--- config.mk ---
export PLATFORM = sky130hd
export DESIGN_NAME = imem_loadable
export DESIGN_NICKNAME = d
export VERILOG_FILES = /design/src/rtl/imem_loadable.sv
export SDC_FILE = /design/constraint.sdc
export NUM_CORES = 2
export LEC_CHECK = 0
export CAP_MARGIN = 20
export CORE_UTILIZATION = 39
export CTS_BUF_LIST = sky130_fd_sc_hd__clkbuf_8
export CTS_CLUSTER_DIAMETER = 60
export CTS_CLUSTER_SIZE = 24
export DETAILED_ROUTE_END_ITERATION = 16
export PLACE_DENSITY_LB_ADDON = 0.2
export SLEW_MARGIN = 20
export SYNTH_ARGS = -nofsm -noshare
export SYNTH_HDL_FRONTEND = slang
export SYNTH_SLANG_ARGS = --single-unit
--- constraint.sdc ---
create_clock -name clk -period 5.6 [get_ports clk]
set_input_delay 1.4 -clock clk [delete_from_list [all_inputs] [get_ports clk]]
set_output_delay 1.4 -clock clk [all_outputs]
set_load 0.02 [all_outputs]
--- src/rtl/imem_loadable.sv ---
`timescale 1ns/1ps
// Loadable instruction memory. After reset it fills itself with NOP, then either
// serves registered fetches or accepts a streamed program load.
module imem_loadable #(
  parameter int            N      = 32,
  parameter int            ADDR_W = 7,
  parameter logic [N-1:0]  NOP    = 32'h8b1f03ff
) (
  input  logic              clk,
  input  logic              reset,
  input  logic [ADDR_W-1:0] addr,
  input  logic              rd_en,
  output logic [N-1:0]      q,
  output logic              q_valid,
  input  logic              ld_start,
  input  logic              ld_valid,
  input  logic [N-1:0]      ld_data,
  input  logic              ld_last,
  output logic              ld_ready,
  output logic              ld_done,
  output logic [ADDR_W:0]   ld_count,
  output logic              busy
);

  localparam int DEPTH = 2**ADDR_W;

  typedef enum logic [1:0] {CLEAR, IDLE, LOAD} state_t;

  state_t            r_state;
  logic [ADDR_W-1:0] r_ptr;
  logic [N-1:0]      r_mem [DEPTH];
  logic [N-1:0]      r_q;
  logic              r_q_valid;
  logic              r_ld_done;
  logic [ADDR_W:0]   r_ld_count;

  logic              w_last_addr;
  logic              w_accept;
  logic              w_we;
  logic [N-1:0]      w_wdata;

  // Writes happen only in CLEAR/LOAD and fetches only in IDLE, so the two
  // memory ports are never active together.
  assign w_last_addr = &r_ptr;
  assign w_accept    = (r_state == LOAD) && ld_valid;
  assign w_we        = !reset && ((r_state == CLEAR) || w_accept);
  assign w_wdata     = (r_state == CLEAR) ? NOP : ld_data;

  // NOTE: the array has no reset; the CLEAR sweep initialises it, which keeps it mappable to RAM.
  always_ff @(posedge clk) begin
    if (w_we) r_mem[r_ptr] <= w_wdata;
  end

  always_ff @(posedge clk) begin
    if (reset) begin
      r_state    <= CLEAR;
      r_ptr      <= '0;
      r_q        <= NOP;
      r_q_valid  <= 1'b0;
      r_ld_done  <= 1'b0;
      r_ld_count <= '0;
    end else begin
      r_ld_done <= 1'b0;
      case (r_state)
        CLEAR: begin
          r_q       <= NOP;
          r_q_valid <= 1'b0;
          if (w_last_addr) begin
            r_state <= IDLE;
            r_ptr   <= '0;
          end else begin
            r_ptr <= r_ptr + ADDR_W'(1);
          end
        end
        IDLE: begin
          if (ld_start) begin
            r_state    <= LOAD;
            r_ptr      <= '0;
            r_ld_count <= '0;
            r_q        <= NOP;
            r_q_valid  <= 1'b0;
          end else if (rd_en) begin
            r_q       <= r_mem[addr];
            r_q_valid <= 1'b1;
          end
        end
        LOAD: begin
          r_q       <= NOP;
          r_q_valid <= 1'b0;
          if (ld_valid) begin
            r_ld_count <= r_ld_count + (ADDR_W+1)'(1);
            // The pointer stops at the top word instead of wrapping.
            if (ld_last || w_last_addr) begin
              r_state   <= IDLE;
              r_ld_done <= 1'b1;
            end else begin
              r_ptr <= r_ptr + ADDR_W'(1);
            end
          end
        end
        default: r_state <= CLEAR;
      endcase
    end
  end

  assign q        = r_q;
  assign q_valid  = r_q_valid;
  assign ld_done  = r_ld_done;
  assign ld_count = r_ld_count;
  assign busy     = (r_state != IDLE);
  assign ld_ready = (r_state == LOAD);

endmodule

==> Yosys cells after proc, flatten, opt, wreduce, memory -nomap -nowiden <==
Memories as Yosys holds them, arrays and structs flattened.
Index checks and enable logic that the tools add are counted.
{ "totals": {"mem_bits_rw": 4096, "mem_count": 1, "word_cells": 59, "register_bits": 51, "input_bits": 45, "output_inout_bits": 44} }
{ "mem_list": {"columns": ["memory", "depth", "word_bits", "read_ports", "rd_clocked_by_memory_dff", "write_ports", "line_no", "source"], "rows": [
  ["r_mem", 128, 32, 1, 0, 1, "31", "logic [N-1:0] r_mem [DEPTH];"]
]} }
{ "op_classes": {"n_bitwise": 2, "eq_ne": 9, "n_addsub": 2, "mux": 23, "reduce_logical": 16} }
{ "op_table": {"columns": ["operator", "n"], "rows": [
  ["2-to-1 mux 32 bit", 3],
  ["case mux 32 bit (2 select lines)", 1],
  ["2-to-1 mux 7 bit", 4],
  ["case mux 7 bit (3 select lines)", 1],
  ["2-to-1 mux 8 bit", 2],
  ["case mux 8 bit (2 select lines)", 1],
  ["adder 8 x 1 -> 8 bit, second input constant", 1],
  ["2-to-1 mux 2 bit", 4],
  ["!= test 2 bit, second input constant", 4],
  ["AND reduction 4 bit", 2],
  ["adder 7 x 1 -> 7 bit, second input constant", 1],
  ["AND reduction 7 bit", 1],
  ["case mux 2 bit (3 select lines)", 1],
  ["2-to-1 mux 1 bit", 5],
  ["!= test 2 x 1 -> 1 bit, second input constant", 2],
  ["nonzero test 2 bit", 2],
  ["!= test 3 bit, second input constant", 1],
  ["AND reduction 3 bit", 1],
  ["nonzero test 3 bit", 1],
  ["OR reduction 3 bit", 1],
  ["== test 2 x 1 -> 1 bit, second input constant", 1],
  ["== test 2 bit, second input constant", 1],
  ["logical AND 1 bit", 2],
  ["logical NOT 2 bit", 1],
  ["6 further kinds", 8]
]} }

==> Longest topological paths before layout <==
{ "depth": {"ltp_word": 6, "ltp_mapped": 13, "mapped_depth_nobuf": 8} }

==> Worst setup path before layout <==
OpenSTA, ideal clock, no wires.
{ "synth_timing": {"path_kind": "in2reg", "start": "input port reset", "end": "memory r_mem[103][0], enable pin", "t_required_ps": 5099, "stages": 4, "t_arrival_ps": 4966, "path_slack_ps": 132, "setup_ps": 501, "path_buffers": 1, "path_cell_list": "clkbuf_1 > nor2_1 > nand2_1 > nor4_1"} }
{ "synth_via": {"elab_chain_len": 4} }
{ "synth_lines": {"columns": ["item", "line_no", "source"], "rows": [
  ["start, declared", "10", "input logic reset,"],
  ["logical NOT 1 bit", "46", "assign w_we = !reset && ((r_state == CLEAR) || w_accept);"],
  ["logical AND 1 bit", "46", null],
  ["2-to-1 mux 1 bit", "51", "if (w_we) r_mem[r_ptr] <= w_wdata;"],
  ["2-to-1 mux 1 bit (not written as such)", "51", null],
  ["end, declared", "31", null]
]} }
Every way passes these cells.

==> Worst setup path after layout <==
{ "layout_timing": {"start": "register r_state[1]", "end": "register r_q[6] (netlist: q[6])"} }
{ "layout_via": {"elab_chain_len": 4, "elab_cells_between_ends": 8, "classes_between": "3 x eq/ne; 1 x mux; 4 x reduce/logical"} }
{ "layout_lines": {"columns": ["item", "line_no", "source"], "rows": [
  ["start, declared", "29", "state_t r_state;"],
  ["start signal, assigned", "56", "r_state <= CLEAR;"],
  ["start signal, assigned", "69", "r_state <= IDLE;"],
  ["start signal, assigned", "77", "r_state <= LOAD;"],
  ["== test 2 bit / logical NOT 2 bit (equally long branches)", "64", "case (r_state)"],
  ["OR reduction 2 bit (no source line)", null, null],
  ["nonzero test 2 bit (no source line)", null, null],
  ["AND reduction 2 bit (no source line)", null, null],
  ["end signal, assigned", "83", "r_q <= r_mem[addr];"],
  ["end, declared", "32", "logic [N-1:0] r_q;"]
]} }
Parallel ways exist; a longest one is shown, timed or not.
A chain may end at the register's enable or synchronous reset.

==> out/results.txt <==
Post-Layout Cell Count: 13.5k
sequential area share after synthesis: 0.779
clock slew at reported path FFs: 0.13 ns
vias in the first global route: 78.5k
core area: 0.406 sq mm
Yosys warning count: 0
top cells by area, synth: edfxtp_1, mux4_2, mux2i_1, a22oi_1, dfxtp_1
Num CTS Buffers: 326
Port Buf Inserts: 88
Hold Path Cell Cnt: 2
syn_area_per_cell: 21.9 sq um
Critical Path RT: 6.64 ns
Clock Tree Buf Depth: 4
Yosys top cell area share: 0.772
Post-Syn Nets: 7,327
final core occ: 0.439
Syn Std Cell Area: 0.159 sq mm
final WL: 489,000 um
CTS tree: built
crit path DAT: 5.68 ns
hold endpoint: ld_count[7]
initial antenna violation count: 47
dpl ws: 0.337 ns
I/O pins: 89
unrepaired setup endpoints after global routing: no
slowest cell on the critical path: a2111oi_0
area grow syn2layout: 12.0%
Slew Limit Fails: 0
Worst setup SP type: flip-flop
Max stage delay on crit path: 1.10 ns
Distinct cells, synth: 69
final setup vio count: 0
reg-to-reg startpoint: r_state[1]
Pleak: 54.5 nW
WL/cell: 36.3 um
hold crit path type: reg2reg
design area: 0.178 sq mm
crit-path cells: inv_1, ha_2, buf_4, or3_1, and2_2, nor2_1, a2111oi_0, nand4_1, o311ai_1
post-CTS setup buffer count: 0
global-route wire length before repair: 664,000 um
H-tree Lvls: 5
top achievable clock speed: 0.215 GHz
Post-synth ARST share: 0
status: finished, final reports clean
Tcrit/Tclk final: 0.829
worst r2r path cells: 9
Via Count: 80.4k
largest net degree at the start of global routing: 129
Row Count: 234
DR iter-0 viols: 11.3k
Most used DFF post-synth: edfxtp_1
Power Density: 333 mW/mm^2
slew of the pin with the lowest slew margin: 1.34 ns
clock latency at the later pin of the worst-skew pair: 1.17 ns
GRT Total Usage: 0.235
initial core utilization: 0.392
nature of the critical path endpoint: flip-flop
CP Class: reg2reg
drt first pass iters: 7
GPL Wtd Cong: 0.920
Die Area: 0.411 sq mm
Inst Count DP: 12.8k
final antenna-violating net count: 0
PostCTS Resize Cnt: 0
Vias/cell: 5.97
Critical R2R Capture: q[6]
CTS sink count: 4,147
Seq cells post-synth: 4,147
Placed Area: 0.170 sq mm
dpl hpwl: 296,000 um
Post-Route Skew: 0.104 ns
worst hold slack: 0.544 ns
Hold Crit Start: ld_count[7]
Post-synth EDFFs: 4,096
critical path fanouts, max: 22
root buffer cell: clkbuf_8
min Tclk post-route: 4.64 ns
Worst R2R Setup Slack: 0.96 ns
layout net count: 7,798
post-route setup slack: 0.959 ns
share of layout cells above drive strength 1: 0.271
Die W: 641 um
Synth Instances: 7,275
final hold vios: 0
Peak VDD IR: 242 uV
relative slew slack: 0.101
CTS Hold Buffers Added: 0
max cap viols: 0
top cell type by total area after synthesis: edfxtp_1
DIE HEIGHT: 641 um
# DRC: 0
GRT overflow: 0
## critical path: cells and delay by family, from the launching register on
kind | cells | cell delay [ns]
and+or+nand+nor | 4 | 1.66
AOI/OAI and AO/OA | 2 | 1.34
buffers and inverters | 2 | 0.60
adders and majority gates | 1 | 0.51
DFF | 1 | 0.36
## layout make-up
cell class	instances	area (sq um)
Multi-Input combinational cell	2703	34000
Antenna cell	25	62.6
Fill cell	34700	228000
Clock buffer	331	4560
Sequential cell	4147	124000
Tap cell	5428	6790
Inverter	11	48.8
Timing Repair Buffer	557	5670
Clock inverter	271	3260
## worst max-delay path by stage
stage                                to  slack [ns]  startpoint
after global placement            q[15]       -0.20       reset
after global routing              q[24]        0.98  r_state[1]
final                              q[6]        0.96  r_state[1]
after detailed placement          q[21]        0.34     addr[1]
after CTS                         q[27]        0.87  r_state[1]
after floorplan           r_mem[103][0]        0.13       reset
## synth_stat cells, types with 34 or more instances
library cell / instances
clkbuf_1: 145
a221oi_1: 57
mux2i_1: 441
o221ai_1: 34
nand3_1: 98
mux4_2: 878
dfxtp_1: 51
nand4_1: 41
buf_6: 51
nand2_1: 110
nor2b_1: 43
o22ai_1: 39
nor2_1: 207
a21oi_1: 126
a22oi_1: 210
buf_2: 123
edfxtp_1: 4096
o21ai_0: 63
buf_4: 76
## metrics by stage
stage / power [mW] / TNS (ns)
global placement: 40.8 / -0.396
finish: 59.3 / 0
CTS: 59.7 / 0
detailed placement: 40.9 / 0
global route: 60.9 / 0
floorplan: 38.3 / 0
## logic make-up (layout without fill, tap and decap cells)
| family | Yosys count | count (layout) | share of synthesized area |
|---|---|---|---|
| simple gates | 624 | 624 | 0.0188 |
| flops | 4147 | 4147 | 0.779 |
| mux | 1350 | 1350 | 0.154 |
| buf+inv | 425 | 1170 | 0.0159 |
| fa+ha+maj | 7 | 7 | 0.000550 |
| other cells | 0 | 25 | 0 |
| xor+xnor | 11 | 11 | 0.000605 |
| compound gates | 711 | 711 | 0.0315 |
## registers in the layout, summed over array words and instances (netlist names)
name      cells
q            32
ld_count      8
r_state       2
r_mem      4096
ld_done       1
r_ptr         7
q_valid       1
## power breakdown
part           internal, mW  total [mW]  switching [mW]
clock network          7.31        19.1            11.8
logic                  1.33        5.11            3.78
registers              35.1        35.1          0.0570
## cell usage in the layout (no fill, tap or decap), types with 24 or more instances in the layout
cell type / synthesis / final
edfxtp_1: 4096 / 4096
mux4_2: 878 / 878
mux2i_1: 441 / 441
buf_4: 76 / 373
clkbuf_8: 0 / 331
a22oi_1: 210 / 210
nor2_4: 0 / 132
a21oi_1: 126 / 123
nand2_1: 110 / 109
nand3_1: 98 / 98
buf_12: 5 / 86
clkdlybuf4s50_1: 0 / 81
nor2_1: 207 / 73
o21ai_0: 63 / 57
a221oi_1: 57 / 57
clkinv_8: 0 / 51
dfxtp_1: 51 / 51
inv_8: 0 / 43
inv_6: 0 / 43
nand4_1: 41 / 41
o22ai_1: 39 / 37
o221ai_1: 34 / 34
mux2_2: 31 / 31
a211oi_1: 31 / 30
nor3_1: 30 / 29
a31oi_1: 32 / 28
a22o_1: 28 / 28
diode_2: 0 / 25
clkinv_4: 0 / 25
nor2b_1: 43 / 24
## metal layers
layer / vias up / global-route usage / part of all wire
li1: 31700 / - / -
met1: 44000 / 0.332 / 0.41
met2: 3976 / 0.366 / 0.46
met3: 640 / 0.0467 / 0.091
met4: 16 / 0.0766 / 0.038
met5: - / 0 / 0.00022
No activity file was read; power rests on OpenSTA's default activity.
